[config.mk]
export PLATFORM = sky130hd
export DESIGN_NAME = inst_fetch
export DESIGN_NICKNAME = d
export VERILOG_FILES = /design/src/rtl/inst_fetch_pkg.sv /design/src/rtl/inst_fetch_if_id_reg.sv /design/src/rtl/inst_fetch_pc_reg.sv /design/src/rtl/inst_fetch.sv
export SDC_FILE = /design/constraint.sdc
export NUM_CORES = 1
export LEC_CHECK = 0
export BUFFER_PORTS_ARGS = -buffer_cell sky130_fd_sc_hd__buf_4
export CORE_ASPECT_RATIO = 0.7
export CORE_UTILIZATION = 35
export CTS_CLUSTER_SIZE = 20
export DETAILED_ROUTE_END_ITERATION = 16
export PLACE_DENSITY_LB_ADDON = 0.15
export SYNTH_ARGS = -nofsm -noshare
export SYNTH_HDL_FRONTEND = slang
export SYNTH_SLANG_ARGS = --single-unit
export TNS_END_PERCENT = 100
[constraint.sdc]
create_clock -name clk -period 2.2 [get_ports clk]
set_clock_uncertainty 0.05 [all_clocks]
set_input_delay 0.44 -clock clk [delete_from_list [all_inputs] [get_ports clk]]
set_output_delay 0.44 -clock clk [all_outputs]
set_load 0.005 [all_outputs]
[src/rtl/inst_fetch_pkg.sv]
// Shared types and helpers for the instruction-fetch slice.
//   chip_en_e       : ROM chip-enable encoding
//   is_misaligned() : word-alignment test on the low two bits of a byte address
package inst_fetch_pkg;

  localparam int unsigned INST_ADDR_W = 32;
  localparam int unsigned INST_W      = 32;

  typedef enum logic {
    CHIP_DISABLE = 1'b0,
    CHIP_ENABLE  = 1'b1
  } chip_en_e;

  function automatic logic is_misaligned(input logic [1:0] addr_lo);
    return |addr_lo;
  endfunction

endpackage

[src/rtl/inst_fetch_if_id_reg.sv]
// IF/ID pipeline register with flush, hold and bubble handling.
//   ce                 : fetch issued this cycle (latch only when set)
//   stall_if, stall_id : stall controls
//   flush              : kill IF/ID content
//   pc, inst           : current fetch address and ROM data
//   id_pc, id_inst, id_valid, id_adel : registered IF/ID outputs
module inst_fetch_if_id_reg
  import inst_fetch_pkg::*;
#(
  parameter int unsigned ADDR_W = INST_ADDR_W,
  parameter int unsigned DATA_W = INST_W
) (
  input  logic              clk,
  input  logic              rst_n,
  input  logic              ce,
  input  logic              stall_if,
  input  logic              stall_id,
  input  logic              flush,
  input  logic [ADDR_W-1:0] pc,
  input  logic [DATA_W-1:0] inst,
  output logic [ADDR_W-1:0] id_pc,
  output logic [DATA_W-1:0] id_inst,
  output logic              id_valid,
  output logic              id_adel
);

  logic adel;

  assign adel = is_misaligned(pc[1:0]);

  always_ff @(posedge clk or negedge rst_n) begin
    if (!rst_n) begin
      id_pc    <= '0;
      id_inst  <= '0;
      id_valid <= 1'b0;
      id_adel  <= 1'b0;
    end else if (flush) begin
      id_pc    <= '0;
      id_inst  <= '0;
      id_valid <= 1'b0;
      id_adel  <= 1'b0;
    end else if (stall_id) begin
      id_pc    <= id_pc;
      id_inst  <= id_inst;
      id_valid <= id_valid;
      id_adel  <= id_adel;
    end else if (stall_if || !ce) begin
      id_pc    <= '0;
      id_inst  <= '0;
      id_valid <= 1'b0;
      id_adel  <= 1'b0;
    end else begin
      // A misaligned fetch still issues but delivers a NOP tagged AdEL.
      id_pc    <= pc;
      id_inst  <= adel ? '0 : inst;
      id_valid <= 1'b1;
      id_adel  <= adel;
    end
  end

endmodule

[src/rtl/inst_fetch_pc_reg.sv]
// Program counter, ROM chip enable and next-PC selection.
//   clk, rst_n          : clock, async active-low reset
//   stall_if            : hold PC
//   flush, flush_pc     : highest-priority redirect
//   branch_flag/target  : taken branch redirect (ignored while stalled)
//   rom_ce              : 0 in reset and for the first edge after release
//   pc                  : current fetch address (registered)
module inst_fetch_pc_reg
  import inst_fetch_pkg::*;
#(
  parameter int unsigned       ADDR_W   = INST_ADDR_W,
  parameter logic [ADDR_W-1:0] RESET_PC = '0
) (
  input  logic              clk,
  input  logic              rst_n,
  input  logic              stall_if,
  input  logic              flush,
  input  logic [ADDR_W-1:0] flush_pc,
  input  logic              branch_flag,
  input  logic [ADDR_W-1:0] branch_target,
  output logic              rom_ce,
  output logic [ADDR_W-1:0] pc
);

  chip_en_e          ce_q;
  logic [ADDR_W-1:0] pc_next;

  always_comb begin
    pc_next = pc + ADDR_W'(4);
    if (flush) begin
      pc_next = flush_pc;
    end else if (stall_if) begin
      pc_next = pc;
    end else if (branch_flag) begin
      pc_next = branch_target;
    end
  end

  // PC only moves once the enable bit is set, so the first fetch after
  // release is always RESET_PC.
  always_ff @(posedge clk or negedge rst_n) begin
    if (!rst_n) begin
      ce_q <= CHIP_DISABLE;
      pc   <= RESET_PC;
    end else if (ce_q == CHIP_DISABLE) begin
      ce_q <= CHIP_ENABLE;
    end else begin
      pc <= pc_next;
    end
  end

  assign rom_ce = (ce_q == CHIP_ENABLE);

endmodule

[src/rtl/inst_fetch.sv]
// Instruction fetch stage: owns the PC, drives the combinational ROM and
// registers the fetched instruction into IF/ID.
//   clk, rst_n                  : clock, async active-low reset
//   stall_if, stall_id          : stall controls
//   flush, flush_pc             : exception/eret redirect
//   branch_flag, branch_target  : taken branch redirect (delay-slot semantics)
//   rom_ce, rom_addr, rom_inst  : ROM interface (rom_addr = PC)
//   id_pc, id_inst, id_valid, id_adel : IF/ID outputs
module inst_fetch
  import inst_fetch_pkg::*;
#(
  parameter int unsigned       ADDR_W   = INST_ADDR_W,
  parameter int unsigned       DATA_W   = INST_W,
  parameter logic [ADDR_W-1:0] RESET_PC = '0
) (
  input  logic              clk,
  input  logic              rst_n,
  input  logic              stall_if,
  input  logic              stall_id,
  input  logic              flush,
  input  logic [ADDR_W-1:0] flush_pc,
  input  logic              branch_flag,
  input  logic [ADDR_W-1:0] branch_target,
  output logic              rom_ce,
  output logic [ADDR_W-1:0] rom_addr,
  input  logic [DATA_W-1:0] rom_inst,
  output logic [ADDR_W-1:0] id_pc,
  output logic [DATA_W-1:0] id_inst,
  output logic              id_valid,
  output logic              id_adel
);

  logic [ADDR_W-1:0] pc;

  inst_fetch_pc_reg #(
    .ADDR_W   (ADDR_W),
    .RESET_PC (RESET_PC)
  ) u_pc_reg (
    .clk           (clk),
    .rst_n         (rst_n),
    .stall_if      (stall_if),
    .flush         (flush),
    .flush_pc      (flush_pc),
    .branch_flag   (branch_flag),
    .branch_target (branch_target),
    .rom_ce        (rom_ce),
    .pc            (pc)
  );

  // pc sits at RESET_PC whenever rom_ce is low, so no mux is needed here.
  assign rom_addr = pc;

  inst_fetch_if_id_reg #(
    .ADDR_W (ADDR_W),
    .DATA_W (DATA_W)
  ) u_if_id_reg (
    .clk      (clk),
    .rst_n    (rst_n),
    .ce       (rom_ce),
    .stall_if (stall_if),
    .stall_id (stall_id),
    .flush    (flush),
    .pc       (pc),
    .inst     (rom_inst),
    .id_pc    (id_pc),
    .id_inst  (id_inst),
    .id_valid (id_valid),
    .id_adel  (id_adel)
  );

endmodule

==> results.py <==
metrics = {
    "setup_path": {
        "timing.critical_path.slowest_cell_delay_ns": 0.56,
        "r2r_end": "u_pc_reg.pc[19]",
        "reg2reg_setup_slack_ns": 0.25,
        "cp_max_fo": 9,
        "cp_cell_sequence": "nand3_1, or4_4, o21a_1, o31ai_1, o21ai_1",
        "reg2reg_from": "u_pc_reg.pc[4]",
        "start_kind": "flip-flop",
        "cp.required_ns": 2.37,
        "critical_path_class": "reg2reg",
        "worst-r2r-cell-count": 5,
        "end_kind": "flip-flop",
        "slowest_stage": "dfrtp_1",
        "arrival_ns": 2.11,
    },
    "timing": {
        "fin_setup_tns_ns": 0,
        "rsz0062_at_grt": "no",
        "slew_headroom": 0.573,
        "hold_viol": 0,
        "tightest_slew_ns": 0.634,
        "finalCritPeriodShare": 0.884,
        "whs_ns": 0.262,
        "post-route-min-period_ns": 1.95,
        "fmax_mhz": 514,
        "setup_viol": 0,
        "drv_slew": 0,
    },
    "logic_synthesis": {
        "syn_nets": 544,
        "synth_cells": 441,
        "synthAdderAreaFrac": 0.00268,
        "ys_seq_elements": 99,
        "synth_simple_gate_area_frac": 0.126,
        "synth.mux.area_fraction": 0.00858,
        "synth-xor-area-share": 0.0263,
        "ys_types": 51,
        "synth_compound_area_frac": 0.268,
        "netlist_area_um2": 4660,
        "synth_top_family_by_area": "compound AO/OA/AOI/OAI gates",
        "synthFlopType": "dfrtp_1",
        "ys_async_sr_fraction": 1.00,
        "synth.avg_cell_area_um2": 10.6,
        "yosysSeqAreaShare": 0.531,
        "synth_warnings": 0,
        "synth_edf_count": 0,
    },
    "floorplan": {
        "ios": 201,
        "initial_utilization": 0.367,
        "core-area_um2": 12700,
        "dieWidth_um": 140,
        "fp.dieArea_um2": 13800,
        "rows": 34,
        "die_h_um": 98.6,
    },
    "power_and_ir_drop": {
        "fin_total_pwr_mw": 4.74,
        "p_per_area_nw_per_um2": 693,
        "leakagePower_nw": 3.41,
        "irDropWorstVdd_mv": 0.349,
    },
    "finish": {
        "post-route-util": 0.538,
        "synthToLayoutAreaGrowth_pct": 46.6,
        "fillers": 1133,
        "final_cells": 813,
        "drive_gt1_frac": 0.393,
        "antenna_cells": 0,
        "finalNetCount": 749,
    },
    "clock_tree": {
        "clock_sinks": 99,
        "cts_tree": "built",
        "ctsResizeCount": 0,
        "htreeDepth": 3,
        "cts.path.max_buffers": 2,
        "root_buffer": "clkbuf_16",
        "clk_pin_slew_ns": 0.07,
        "cts_made_buffers": 9,
        "cts_hold_buffers": 1,
        "post_cts_buffers": 0,
        "insertion_delay_ns": 0.34,
    },
    "route": {
        "drc": 0,
        "via_per_inst": 5.56,
        "routed_wl_um": 15900,
        "dr.pass1.iters": 6,
        "dr_total_vias": 4519,
        "drt-initial-drc-count": 328,
        "routedWlPerCell_um": 19.6,
        "final_antenna_net_count": 0,
    },
    "global_route": {
        "grt_max_degree": 64,
        "grt_pass1_wl_um": 24600,
        "antenna_found_initial": 0,
        "grt_util_all_layers": 0.232,
        "overflow": 0,
        "grt_pass1_vias": 4367,
    },
    "worst_hold_path": {
        "hp-class": "in2reg",
        "whs_endpoint": "u_if_id_reg.id_inst[21]",
        "min_path_cells": 2,
        "hp-start": "rom_inst[21]",
    },
    "status": {
        "status": "finished clean",
    },
    "placed_design": {
        "dpl.hpwl_um": 11800,
        "dp_cells": 796,
        "io_buffers": 200,
        "gp_congestion": 0.897,
    },
    "run": {
        "cap_violations": 0,
    },
}
[state kept, by name, indices dropped and copies added, names as in the netlist]
| name | count |
|---|---|
| u_if_id_reg.id_pc | 32 |
| u_pc_reg.rom_ce | 1 |
| u_if_id_reg.id_inst | 32 |
| u_if_id_reg.id_valid | 1 |
| u_pc_reg.pc | 32 |
| u_if_id_reg.id_adel | 1 |
[worst max-delay path: cells and delay by family, from the launching register on]
family | cells | cell delay, ns
AOI/OAI and AO/OA | 3 | 0.49
DFF | 1 | 0.56
and+or+nand+nor | 2 | 0.72
[metal layers]
metal / vias up / share of wire / GRT usage
met3: 10 / 0.078 / 0.0554
li1: 2093 / - / -
met2: 198 / 0.44 / 0.343
met4: 0 / 0.0065 / 0.0516
met5: - / 0 / 0
met1: 2218 / 0.48 / 0.343
[power breakdown]
| group | internal [mW] | switching, mW |
|---|---|---|
| Clock | 1.04 | 0.698 |
| Sequential | 1.94 | 0.190 |
| Combinational | 0.468 | 0.405 |
[worst max path at each step]
stage | from | to | slack (ns) | cells past startpoint
floorplan | u_pc_reg.pc[5] | u_pc_reg.pc[19] | 0.39 | 6
global placement | u_pc_reg.pc[4] | u_pc_reg.pc[19] | 0.31 | 5
detailed placement | u_pc_reg.pc[4] | u_pc_reg.pc[19] | 0.28 | 5
CTS | u_pc_reg.pc[4] | u_pc_reg.pc[19] | 0.26 | 5
global route | u_pc_reg.pc[2] | u_pc_reg.pc[18] | 0.09 | 7
finish | u_pc_reg.pc[4] | u_pc_reg.pc[19] | 0.25 | 5
[per-stage QoR]
step / setup WS, ns / cell area, um^2
finish: 0.254 / 6840
CTS: 0.265 / 6840
detailed placement: 0.275 / 6500
global placement: 0.312 / 6500
global route: 0.0896 / 6840
floorplan: 0.392 / 4660
[area by class of cell]
type	instances	area (um^2)	area share
multi-input combinational	299	2030	0.297
inverter	6	22.5	0.00329
tap	162	203	0.0296
clock buffer	11	243	0.0355
timing repair buffer	231	1770	0.259
clock inverter	5	85.1	0.0124
sequential	99	2480	0.362
[kinds of logic after synthesis]
kind of cell             Yosys count
multiplexers                       4
flip-flops                        99
adder cells (fa/ha/maj)            1
other                              1
buffers and inverters             43
AND/OR/NAND/NOR                  112
XOR/XNOR                          14
AO/OA/AOI/OAI                    167
[cell usage in the layout (no fill, tap or decap), types with 3 or more instances in the layout]
| cell type | netlist | routed |
|---|---|---|
| o22ai_1 | 3 | 3 |
| a31oi_1 | 3 | 3 |
| nand2b_1 | 3 | 3 |
| nor3_1 | 4 | 4 |
| buf_4 | 0 | 227 |
| o31ai_1 | 4 | 4 |
| mux2i_1 | 4 | 4 |
| a221o_1 | 3 | 3 |
| xnor2_1 | 6 | 6 |
| a221oi_1 | 9 | 9 |
| and3_1 | 19 | 19 |
| a22oi_1 | 4 | 4 |
| a22o_1 | 67 | 67 |
| xor2_1 | 8 | 8 |
| dfrtp_1 | 99 | 99 |
| clkbuf_16 | 0 | 9 |
| a21oi_1 | 21 | 21 |
| buf_12 | 0 | 3 |
| nand2_1 | 24 | 24 |
| o2bb2ai_1 | 3 | 3 |
| nor2_1 | 20 | 19 |
| nand4_1 | 13 | 13 |
| o21ai_0 | 28 | 28 |
| inv_1 | 6 | 6 |
| nor4_1 | 4 | 3 |
| nand3_1 | 14 | 14 |
[cell usage after synthesis (3+ instances only)]
| cell type | n | area share |
|---|---|---|
| a221o_1 | 3 | 0.0064 |
| nand2_1 | 24 | 0.019 |
| a31oi_1 | 3 | 0.0040 |
| xnor2_1 | 6 | 0.011 |
| mux2i_1 | 4 | 0.0086 |
| xor2_1 | 8 | 0.015 |
| nand4_1 | 13 | 0.017 |
| and3_1 | 19 | 0.025 |
| a22oi_1 | 4 | 0.0064 |
| o21ai_0 | 28 | 0.030 |
| o2bb2ai_1 | 3 | 0.0056 |
| inv_1 | 6 | 0.0048 |
| a221oi_1 | 9 | 0.017 |
| nor3_1 | 4 | 0.0043 |
| a22o_1 | 67 | 0.13 |
| dfrtp_1 | 99 | 0.53 |
| nor2_1 | 20 | 0.016 |
| o22ai_1 | 3 | 0.0040 |
| nor4_1 | 4 | 0.0054 |
| a21oi_1 | 21 | 0.023 |
| clkbuf_1 | 26 | 0.021 |
| nand2b_1 | 3 | 0.0040 |
| nor2b_1 | 3 | 0.0040 |
| nand3_1 | 14 | 0.015 |
| buf_1 | 5 | 0.0040 |
| buf_2 | 6 | 0.0064 |
| o31ai_1 | 4 | 0.0064 |
(Power assumes the default switching activity.)
